**src/rtl/serial_add_ctrl.sv**
```systemverilog
// Bit-serial ripple adder controller: loads A/B/cin, adds one bit per cycle, publishes {cout,sum}.
// Optional signed-overflow output enabled by defining SERIAL_ADD_OVF_EN.
module serial_add_ctrl #(
  parameter  int WIDTH = 4,
  localparam int CW    = $clog2(WIDTH) + 1
) (
  input  logic             clk,
  input  logic             reset,
  input  logic             start,
  input  logic             abort,
  input  logic [WIDTH-1:0] a,
  input  logic [WIDTH-1:0] b,
  input  logic             cin,
  output logic             busy,
  output logic             done,
  output logic [WIDTH:0]   sum,
  output logic [CW-1:0]    bit_cnt
`ifdef SERIAL_ADD_OVF_EN
  ,
  output logic             ovf
`endif
);

  typedef enum logic [1:0] {IDLE, SHIFT, STORE, DONE} state_t;

  state_t             state_q, state_d;
  logic [WIDTH-1:0]   a_q, a_d, b_q, b_d, res_q, res_d;
  logic               carry_q, carry_d, done_q, done_d;
  logic [WIDTH:0]     sum_q, sum_d;
  logic [CW-1:0]      cnt_q, cnt_d;
  logic               s_bit, c_nxt;
`ifdef SERIAL_ADD_OVF_EN
  logic               cmsb_q, cmsb_d, ovf_q, ovf_d;
`endif

  assign s_bit = a_q[0] ^ b_q[0] ^ carry_q;
  assign c_nxt = (a_q[0] & b_q[0]) | (a_q[0] & carry_q) | (b_q[0] & carry_q);

  always_comb begin
    state_d = state_q;
    a_d     = a_q;
    b_d     = b_q;
    res_d   = res_q;
    carry_d = carry_q;
    cnt_d   = cnt_q;
    sum_d   = sum_q;
    done_d  = 1'b0;
`ifdef SERIAL_ADD_OVF_EN
    cmsb_d  = cmsb_q;
    ovf_d   = ovf_q;
`endif
    case (state_q)
      IDLE: begin
        if (start && !abort) begin
          a_d     = a;
          b_d     = b;
          carry_d = cin;
          cnt_d   = '0;
          state_d = SHIFT;
        end
      end
      SHIFT: begin
        if (abort) begin
          cnt_d   = '0;
          state_d = IDLE;
        end else begin
          // Sum bits enter at the MSB and drift down; after WIDTH steps bit i sits at index i.
          res_d   = {s_bit, res_q[WIDTH-1:1]};
          carry_d = c_nxt;
          a_d     = {1'b0, a_q[WIDTH-1:1]};
          b_d     = {1'b0, b_q[WIDTH-1:1]};
          if (cnt_q == CW'(WIDTH - 1)) begin
            cnt_d   = '0;
            state_d = STORE;
`ifdef SERIAL_ADD_OVF_EN
            cmsb_d  = carry_q;
`endif
          end else begin
            cnt_d = cnt_q + CW'(1);
          end
        end
      end
      STORE: begin
        if (abort) begin
          state_d = IDLE;
        end else begin
          sum_d   = {carry_q, res_q};
          done_d  = 1'b1;
          state_d = DONE;
`ifdef SERIAL_ADD_OVF_EN
          ovf_d   = cmsb_q ^ carry_q;
`endif
        end
      end
      DONE:    state_d = IDLE;
      default: state_d = IDLE;
    endcase
  end

  always_ff @(posedge clk or negedge reset) begin
    if (!reset) begin
      state_q <= IDLE;
      a_q     <= '0;
      b_q     <= '0;
      res_q   <= '0;
      carry_q <= 1'b0;
      cnt_q   <= '0;
      sum_q   <= '0;
      done_q  <= 1'b0;
`ifdef SERIAL_ADD_OVF_EN
      cmsb_q  <= 1'b0;
      ovf_q   <= 1'b0;
`endif
    end else begin
      state_q <= state_d;
      a_q     <= a_d;
      b_q     <= b_d;
      res_q   <= res_d;
      carry_q <= carry_d;
      cnt_q   <= cnt_d;
      sum_q   <= sum_d;
      done_q  <= done_d;
`ifdef SERIAL_ADD_OVF_EN
      cmsb_q  <= cmsb_d;
      ovf_q   <= ovf_d;
`endif
    end
  end

  assign busy    = (state_q == SHIFT) || (state_q == STORE);
  assign done    = done_q;
  assign sum     = sum_q;
  assign bit_cnt = cnt_q;
`ifdef SERIAL_ADD_OVF_EN
  assign ovf     = ovf_q;
`endif

endmodule
```
**config.mk**
```make
export PLATFORM = sky130hd
export DESIGN_NAME = serial_add_ctrl
export DESIGN_NICKNAME = d
export VERILOG_FILES = /design/src/rtl/serial_add_ctrl.sv
export SDC_FILE = /design/constraint.sdc
export NUM_CORES = 1
export LEC_CHECK = 0
export BUFFER_PORTS_ARGS = -buffer_cell sky130_fd_sc_hd__buf_2
export CAP_MARGIN = 20
export CORE_ASPECT_RATIO = 1.5
export CORE_MARGIN = 2
export CORE_UTILIZATION = 40
export DETAILED_ROUTE_END_ITERATION = 12
export PLACE_DENSITY_LB_ADDON = 0.12
export SKIP_LAST_GASP = 1
export SYNTH_ARGS = -nofsm -noshare
export SYNTH_HDL_FRONTEND = slang
export SYNTH_SLANG_ARGS = --single-unit
```
**constraint.sdc**
```tcl
create_clock -name clk -period 2.4 [get_ports clk]
set_clock_uncertainty 0.1 [all_clocks]
set_input_delay 0.24 -clock clk [delete_from_list [all_inputs] [get_ports clk]]
set_output_delay 0.24 -clock clk [all_outputs]
set_load 0.1 [all_outputs]
```
==> impl_metrics.yaml <==
timing:
  rsz0062_at_grt: "false"
  period_needed_ns: 1.92
  slew_headroom_pct: 64.7
  timing.final.crit_share_pct: 79.8
  totalNegativeSetupSlack_ns: 0
  tightest_slew_ns: 0.529
  maxSlewViolCount: 0
  setup-violations-final: 0
  final_hold_viol_count: 0
  fmax_ghz: 0.522
setup_path:
  crit_slowest_cell: "ha_1"
  critical_path_depth: 5
  r2r_end: "a_q[1]"
  worstPathCellList: "inv_1 > ha_1 > buf_4 > mux2_2 > mux2_4"
  startpoint: "state_q[1]"
  rr_worst_depth: 5
  cpLargestDelayFamily: "multiplexers"
  r2r_setup_slack_ns: 0.48
  path_buf_inv: 2
  start_kind: "flop"
  crit_type: "flop to flop"
  cpPeakStageDelay_ns: 0.40
  arrival_ns: 1.97
  cp-end-kind: "flop"
  crit_required_ns: 2.46
  cp_max_fo: 9
  cp-endpoint: "a_q[1]"
  r2r_start: "state_q[1]"
floorplanning:
  start_util_pct: 41.8
  die_h_um: 71.6
  die-area_um2: 3510
  num_io_pins: 23
  core_area_um2: 2910
  fp.dieW_um: 49.1
  num_rows: 24
clock_tree:
  clkSinkCount: 24
  cts_buffer_depth: 2
  cts_made_buffers: 3
  cts_tree: "done"
  clock_latency_ns: 0.26
  clkTransAtPathRegs_ns: 0.08
  htree_levels: 1
  root_buffer: "clkbuf_8"
detailed_routing:
  antenna_left: 0
  drc: 0
  wirelength_mm: 2.05
  vias: 779
  via_per_inst: 4.87
  drt_first_iter_violations: 22
  dr.pass1.iters: 3
  detail_route.wl_per_cell_um: 12.8
place:
  dp_hpwl_mm: 1.56
  numPortBuffers: 22
  routabilityCongestion: 0.669
global_route:
  gr-usage-all-layers_pct: 13.2
  grt_pass1_vias: 827
  antenna_found_initial: 0
  grt_start_max_net_pins: 25
  grt_pass1_wl_mm: 3.62
  grt-ovfl-total: 0
finish:
  num-fill-cells: 277
  nets: 140
  syn2layout_area_growth_pct: 16.2
  drive_above_1_share_pct: 36.4
  antenna_cells: 0
synth:
  synth_cells: 96
  netlist.area_leader.share_pct: 49.3
  synth_fp_nets: 114
  yosys_warnings: 0
  synth_area_um2: 1220
  synth-main-ff-cell: "dfrtp_1"
  synthArstFlopShare_pct: 100
  ys_types: 30
  synth_seq_cells: 24
  synth_area_leaders: "dfrtp_1 49%, mux2_4 8.6%, mux2_1 8.3%"
  synth-edff-count: 0
  syn_avg_cell_area_um2: 12.7
  synth.largest_area_cell: "dfrtp_1"
  yosysSeqAreaShare_pct: 49.3
outcome:
  status: "finished, final reports clean"
run:
  cap_viol_max_count: 0
min_path:
  hold_class: "input port to flop"
-- Yosys cell counts, types with 2 or more instances --
master and number:
dfrtp_1 24, nand2_1 16, mux2_1 9, mux2_4 7
ha_1 4, mux2_2 4, buf_6 3, inv_1 3
nor2_1 3, nand2b_1 2, o21ai_1 2
-- registers in the layout, indices dropped and copies added (netlist names) --
signal	count
state_q	2
done	1
a_q	4
res_q	4
b_q	4
sum	5
bit_cnt	3
carry_q	1
-- through the flow --
| step | std cells | instance area [um2] | hold slack (ns) | utilization [%] | setup slack [ns] |
|---|---|---|---|---|---|
| detailed placement | 155 | 1350 | 0.162 | 46.4 | 0.465 |
| finish | 160 | 1420 | 0.102 | 48.6 | 0.484 |
| floorplan | 96 | 1220 | -0.156 | - | 0.445 |
| CTS | 160 | 1420 | 0.0996 | 48.6 | 0.451 |
| global route | 160 | 1420 | 0.111 | 48.6 | 0.374 |
| global placement | 155 | 1350 | 0.152 | 46.4 | 0.533 |
-- cells by family after synthesis --
kind of cell | Yosys count | share of synthesized area, %
AO/OA/AOI/OAI | 11 | 7.80
flip-flops | 24 | 49.3
AND/OR/NAND/NOR | 28 | 11.4
adder cells (fa/ha/maj) | 5 | 5.75
buffers and inverters | 7 | 4.00
multiplexers | 21 | 21.8
-- layout make-up --
class / instances / area, um2 / area share, %
Timing Repair Buffer: 24 / 128 / 9.01
Inverter: 4 / 15.0 / 1.06
Clock buffer: 4 / 55.1 / 3.89
Multi-Input combinational cell: 65 / 569 / 40.2
Sequential cell: 24 / 601 / 42.4
Tap cell: 39 / 48.8 / 3.45
-- layout by cell type (no fill, tap or decap), types with 3 or more instances in the layout --
cell,instances
ha_1,4
nand2_1,16
dfrtp_1,24
mux2_4,7
nor2_1,3
mux2_2,4
buf_2,22
mux2_1,9
inv_1,3
clkbuf_8,4
-- worst min-delay path, stage by stage --
cell and delay, ns:
buf_2 0.09, nand2_1 0.05, o21ai_1 0.05
-- how the worst min path moves through the flow --
stage / startpoint / to / slack [ns] / cells past startpoint
6_report: a[3] / a_q[3] / 0.10 / 3
3_5_place_dp: reset / sum[3] / 0.16 / 1
5_1_grt: a[3] / a_q[3] / 0.11 / 3
4_1_cts: a[3] / a_q[3] / 0.1 / 3
2_1_floorplan: reset / a_q[0] / -0.16 / 0
3_3_place_gp: reset / sum[2] / 0.15 / 1
-- timing repair --
action | in CTS | in global routing
setup buffers | 0 | 0
setup endpoints to repair | 0 | 0
resized for setup | 0 | 0
hold buffers | 1 | 0
endpoints found under the hold margin | 24 | 0
-- per-layer routing --
layer	global-route usage, %	wire length (um)	up-vias
met2	23.9	1090	17
li1	-	-	377
met1	15.0	862	381
met5	0	0	-
met4	6.67	40	0
met3	1.88	55	4
Power is left out: the tool's default activity adds up to more than one toggle a clock period on the data nets, which glitch-free logic cannot reach.
